[src/rtl/vga_pkg.sv]
// Shared VGA constants and types: colour width, default region colours and the
// configuration FSM encoding used by the text colour controller.
package vga_pkg;

    localparam int RGB_W = 3;

    localparam logic [RGB_W-1:0] BLACK      = 3'b000;
    localparam logic [RGB_W-1:0] DEF_COLOR0 = 3'b010;
    localparam logic [RGB_W-1:0] DEF_COLOR1 = 3'b100;

    typedef enum logic [1:0] {
        ST_IDLE    = 2'd0,
        ST_PENDING = 2'd1,
        ST_COMMIT  = 2'd2
    } cfg_state_t;

    typedef struct packed {
        logic             sel;
        logic [RGB_W-1:0] color;
        logic             blink;
    } cfg_shadow_t;

endpackage

[src/rtl/vga_blink_timer.sv]
// Frame counter that toggles blink_phase every BLINK_FRAMES vertical retraces.
module vga_blink_timer #(
    parameter int BLINK_FRAMES = 30
) (
    input  logic clk,
    input  logic reset,
    input  logic vsync_tick,
    output logic blink_phase
);

    localparam int CNT_W = $clog2(BLINK_FRAMES);
    localparam logic [CNT_W-1:0] CNT_LAST = CNT_W'(BLINK_FRAMES - 1);

    logic [CNT_W-1:0] r_frame_cnt;
    logic             r_phase;

    // NOTE: sequential state uses non-blocking assignments so every register
    // samples the pre-edge values regardless of statement order.
    always_ff @(posedge clk) begin
        if (reset) begin
            r_frame_cnt <= '0;
            r_phase     <= 1'b0;
        end else if (vsync_tick) begin
            if (r_frame_cnt == CNT_LAST) begin
                r_frame_cnt <= '0;
                r_phase     <= ~r_phase;
            end else begin
                r_frame_cnt <= r_frame_cnt + 1'b1;
            end
        end
    end

    assign blink_phase = r_phase;

endmodule

[src/rtl/vga_text_color_ctrl.sv]
// Per-pixel text colour / mask scheduler with frame-synchronous configuration
// commit and per-region blink.
module vga_text_color_ctrl
    import vga_pkg::*;
#(
    parameter int               BLINK_FRAMES   = 30,
    parameter logic [RGB_W-1:0] DEFAULT_COLOR0 = DEF_COLOR0,
    parameter logic [RGB_W-1:0] DEFAULT_COLOR1 = DEF_COLOR1
) (
    input  logic             clk,
    input  logic             reset,
    input  logic             vsync_tick,
    input  logic             video_on,
    input  logic [1:0]       txt_on,
    input  logic             cfg_valid,
    input  logic             cfg_sel,
    input  logic [RGB_W-1:0] cfg_color,
    input  logic             cfg_blink,
    output logic             cfg_ready,
    output logic [RGB_W-1:0] next_rgb,
    output logic [1:0]       txt_mask,
    output logic             video_on_q
);

    cfg_state_t       r_state;
    cfg_state_t       w_state_nxt;
    cfg_shadow_t      r_shadow;
    logic [RGB_W-1:0] r_color0;
    logic [RGB_W-1:0] r_color1;
    logic [1:0]       r_blink_en;
    logic             w_blink_phase;
    logic             w_accept;
    logic             w_commit;
    logic [1:0]       w_eff;
    logic [RGB_W-1:0] w_rgb;
    logic [RGB_W-1:0] r_next_rgb;
    logic [1:0]       r_txt_mask;
    logic             r_video_on_q;

    vga_blink_timer #(
        .BLINK_FRAMES (BLINK_FRAMES)
    ) u_blink_timer (
        .clk         (clk),
        .reset       (reset),
        .vsync_tick  (vsync_tick),
        .blink_phase (w_blink_phase)
    );

    always_ff @(posedge clk) begin
        if (reset) r_state <= ST_IDLE;
        else       r_state <= w_state_nxt;
    end

    // NOTE: every output of this block gets a default first so no path
    // leaves a variable unassigned and no latch is inferred.
    always_comb begin
        w_state_nxt = r_state;
        cfg_ready   = 1'b0;
        w_accept    = 1'b0;
        w_commit    = 1'b0;
        case (r_state)
            ST_IDLE: begin
                cfg_ready = 1'b1;
                w_accept  = cfg_valid;
                if (cfg_valid) w_state_nxt = ST_PENDING;
            end
            // A tick seen in IDLE never commits; only PENDING watches vsync.
            ST_PENDING: if (vsync_tick) w_state_nxt = ST_COMMIT;
            ST_COMMIT: begin
                w_commit    = 1'b1;
                w_state_nxt = ST_IDLE;
            end
            default: w_state_nxt = ST_IDLE;
        endcase
    end

    always_ff @(posedge clk) begin
        if (reset) begin
            r_shadow   <= '0;
            r_color0   <= DEFAULT_COLOR0;
            r_color1   <= DEFAULT_COLOR1;
            r_blink_en <= 2'b00;
        end else begin
            if (w_accept) r_shadow <= '{sel: cfg_sel, color: cfg_color, blink: cfg_blink};
            if (w_commit) begin
                if (r_shadow.sel) r_color1 <= r_shadow.color;
                else              r_color0 <= r_shadow.color;
                r_blink_en[r_shadow.sel] <= r_shadow.blink;
            end
        end
    end

    assign w_eff = txt_on & ~(r_blink_en & {2{w_blink_phase}});

    always_comb begin
        w_rgb = BLACK;
        if (w_eff[1])      w_rgb = r_color1;
        else if (w_eff[0]) w_rgb = r_color0;
    end

    always_ff @(posedge clk) begin
        if (reset) begin
            r_next_rgb   <= BLACK;
            r_txt_mask   <= 2'b00;
            r_video_on_q <= 1'b0;
        end else begin
            r_next_rgb   <= w_rgb;
            r_txt_mask   <= w_eff;
            r_video_on_q <= video_on;
        end
    end

    assign next_rgb   = r_next_rgb;
    assign txt_mask   = r_txt_mask;
    assign video_on_q = r_video_on_q;

endmodule

[config.mk]
export PLATFORM = sky130hd
export DESIGN_NAME = vga_text_color_ctrl
export DESIGN_NICKNAME = d
export VERILOG_FILES = /design/src/rtl/vga_pkg.sv /design/src/rtl/vga_blink_timer.sv /design/src/rtl/vga_text_color_ctrl.sv
export SDC_FILE = /design/constraint.sdc
export NUM_CORES = 1
export LEC_CHECK = 0
export ABC_AREA = 1
export ABC_CLOCK_PERIOD_IN_PS = 1300
export BUFFER_PORTS_ARGS = -buffer_cell sky130_fd_sc_hd__buf_2
export CAP_MARGIN = 20
export CORE_MARGIN = 3
export CORE_UTILIZATION = 53
export CTS_CLUSTER_SIZE = 24
export DETAILED_ROUTE_END_ITERATION = 12
export HOLD_SLACK_MARGIN = 0.08
export PLACE_DENSITY = 0.81
export SLEW_MARGIN = 20
export SYNTH_ARGS = -nofsm -noshare
export SYNTH_HDL_FRONTEND = slang
export SYNTH_SLANG_ARGS = --single-unit
[constraint.sdc]
create_clock -name clk -period 1.3 [get_ports clk]
set_clock_uncertainty 0.2 [all_clocks]
set_input_delay 0.26 -clock clk [delete_from_list [all_inputs] [get_ports clk]]
set_output_delay 0.26 -clock clk [all_outputs]
set_load 0.01 [all_outputs]
==> flow_summary.yaml <==
status:
  run_status: "finished with violations"
  violations_in_the_final_reports: "setup timing"
logic_synthesis:
  yosysTopAreaCellShare_pct: 49.32
  ys.warnings.count: 0
  postSynthRegisterBits: 27
  synth.largest_area_cell: "sky130_fd_sc_hd__dfxtp_1"
  postSynthCellCount: 140
  syn-cell-area_sq_um: 1096
  yosys.cell_types.count: 25
  synth-seq-area-share_pct: 49.32
  synth.top_cells.by_area: "sky130_fd_sc_hd__dfxtp_1 (49%), sky130_fd_sc_hd__nand2_1 (11%), sky130_fd_sc_hd__nor2_1 (8.9%)"
  syn_area_per_cell_sq_um: 7.829
  synth_nets: 154
global_route:
  grt_max_degree: 17
  grt_first_pass_wirelength_um: 3650
  vias_in_the_first_global_route: 893
  grt_use_total_pct: 18.22
  antenna_found_initial: 0
  globalRouteOverflowTotal: 0
clock_network:
  cts-buffers-inserted: 3
  cts_root_buffer: "sky130_fd_sc_hd__clkbuf_4"
  clock_tree.htree_level_count: 1
  max-clock-path-buffers: 2
  worst_setup_hold_path_clk_slew_ns: 0.14
  cts_tree: "done"
  numClockSinks: 27
  clkLatencyLatePin_ns: 0.33
cells_and_area:
  final_nets: 193
  final_cell_count_no_fill: 203
  num_antenna_cells: 0
  fillCellCount: 140
  area_growth_pct: 32.42
  drive_above_1_share_pct: 28.65
setup_path:
  critical_path_required_ns: 0.84
  cp_cell_sequence: "nor2_4 -> buf_6"
  setup.worst_path.start_class: "flip-flop"
  worst_path_cell_with_the_longest_stage_delay: "sky130_fd_sc_hd__dfxtp_4"
  critPathArrivalTime_ns: 0.91
  regToRegSetupSlack_ns: 0.06
  endpoint_kind: "output pin"
  timing.setup.critical_path_class: "reg2out"
  largest_stage_delay_worst_path_ns: 0.37
  worst-path-max-fanout: 2
route:
  routedWlPerCell_um: 10.25
  remaining_drc_errors: 0
  drt.antenna.violating_nets: 0
  via_count: 968
  first_iter_violations: 5
  dr.pass1.iters: 4
  final_wirelength_um: 2081
  via_per_inst: 4.768
run:
  drv_cap: 0
placement:
  globalplace.congestion: 0.7385
  dp_hpwl_um: 1384
  dp_cells: 182
  pre_cts_ws_ns: 0.005613
  io_buffer_count: 18
timing:
  slew_headroom_pct: 85.86
  final_hold_viol_count: 0
  drv_slew: 0
  worst_pin_slew_ns: 0.2122
  finalCritPeriodShare_pct: 105.2
  clock.fmax_ghz: 0.7311
  post-route-worst-setup-slack_ns: -0.06778
  unrepaired_setup_endpoints_after_global_routing: "true"
  period_minus_slack_ns: 1.368
  number_of_endpoints_failing_setup_at_the_final_stage: 1
floorplan:
  chipHeight_um: 51.48
  die-area_sq_um: 2650
  num_io_pins: 19
  placeableCoreArea_sq_um: 1839
  initial_util_pct: 59.59
  std_cell_rows: 15
  die_w_um: 51.48
power:
  power.density_nw_per_um2: 1014
  static-leakage-power_nw: 0.6635
  peakVddDrop_uv: 903.5
worst_hold_path:
  min-delay-path-class: "in2reg"
## layout make-up
| type | count | area [sq um] | area share [%] |
|---|---|---|---|
| multi-input combinational | 95 | 496.7 | 34.22 |
| tap | 25 | 31.28 | 2.155 |
| clock inverter | 1 | 7.507 | 0.5172 |
| timing repair buffer | 38 | 281.5 | 19.40 |
| sequential | 27 | 550.5 | 37.93 |
| inverter | 14 | 61.31 | 4.224 |
| clock buffer | 3 | 22.52 | 1.552 |
## layer usage
metal / global-route usage [%] / share of wire (%) / vias to the layer above
met5: 0 / 0 / -
met1: 22.73 / 45 / 423
met2: 30.93 / 49 / 21
met3: 6.122 / 5.7 / 2
li1: - / - / 522
met4: 2.620 / 0.48 / 0
## kinds of logic after synthesis
kind of cell               share of synthesized area (%)
buffers and inverters                              8.218
xor gates and xnor gates                           1.598
adders and majority gates                          2.283
AOI/OAI and AO/OA                                  7.761
DFF                                                49.32
and+or+nand+nor                                    30.82
## repair_timing
action,CTS,global route
gates resized for setup,6,15
hold buffers,13,0
setup endpoints to repair,6,15
buffers inserted,3,1
endpoints found under the hold margin,15,0
pin swaps,1,4
## per-stage QoR
| stage | hold slack [ns] | utilization [%] | area, sq um | TNS [ns] | total power, mW |
|---|---|---|---|---|---|
| 2_1_floorplan | 0.1670 | - | 1096 | 0 | 1.016 |
| 3_3_place_gp | 0.2439 | 65.71 | 1209 | 0 | 1.061 |
| 3_5_place_dp | 0.2465 | 65.71 | 1209 | 0 | 1.070 |
| 4_1_cts | 0.1078 | 76.53 | 1408 | -0.08311 | 1.470 |
| 5_1_grt | 0.1491 | 78.91 | 1451 | -0.1336 | 1.551 |
| 6_report | 0.1258 | 78.91 | 1451 | -0.06778 | 1.472 |
## worst max-delay path, delay by kind of cell (launching register included)
family | cells | cell delay [ns]
buffers and inverters | 1 | 0.11
flip-flops | 1 | 0.37
AND/OR/NAND/NOR | 1 | 0.11
## where the power goes
part	leakage [nW]	total, mW	internal, mW	switching (mW)
clock	0.0139	0.360	0.118	0.242
combinational	0.427	0.221	0.113	0.108
sequential	0.223	0.891	0.864	0.0265
## state kept, by name (all words and copies together), names as in the netlist
name and count:
r_shadow 5, u_blink_timer.r_frame_cnt 5, txt_mask 2, r_color1 3, video_on_q 1, next_rgb 3
r_blink_en 2, u_blink_timer.blink_phase 1, r_color0 3, r_state 2
## worst paths after layout
check	cells after the start	end	from
setup / recovery	2	cfg_ready	r_state[0]
setup reg to reg	7	u_blink_timer.r_frame_cnt[4]	u_blink_timer.r_frame_cnt[1]
hold / removal	3	r_color1[2]	reset
hold reg to reg	2	next_rgb[1]	r_color1[1]
## synthesized netlist by cell type, drive strengths merged
cell / instances
xor2: 1
nand3: 6
xnor2: 1
buf: 4
nand3b: 1
ha: 2
clkinv: 2
dfxtp: 27
inv: 12
nand2: 35
nor2: 28
a21oi: 5
o21ai: 9
nand4: 4
nor4: 1
o21bai: 2
## cell usage in the layout (no fill, tap or decap), types with 2 or more instances in the layout
master                          count
sky130_fd_sc_hd__nor2_2             3
sky130_fd_sc_hd__nor2_1            23
sky130_fd_sc_hd__nand3_1            5
sky130_fd_sc_hd__dlygate4sd3_1     12
sky130_fd_sc_hd__nor2_4             2
sky130_fd_sc_hd__buf_2             17
sky130_fd_sc_hd__dfxtp_4            2
sky130_fd_sc_hd__nand4_1            4
sky130_fd_sc_hd__dfxtp_1           23
sky130_fd_sc_hd__inv_1              9
sky130_fd_sc_hd__o21bai_1           2
sky130_fd_sc_hd__o21ai_0            7
sky130_fd_sc_hd__dfxtp_2            2
sky130_fd_sc_hd__o21ai_1            2
sky130_fd_sc_hd__nand2_1           31
sky130_fd_sc_hd__nand2_2            3
sky130_fd_sc_hd__a21oi_1            5
sky130_fd_sc_hd__clkbuf_4           3
sky130_fd_sc_hd__buf_4              7
sky130_fd_sc_hd__inv_2              2
(Power assumes the default switching activity.)
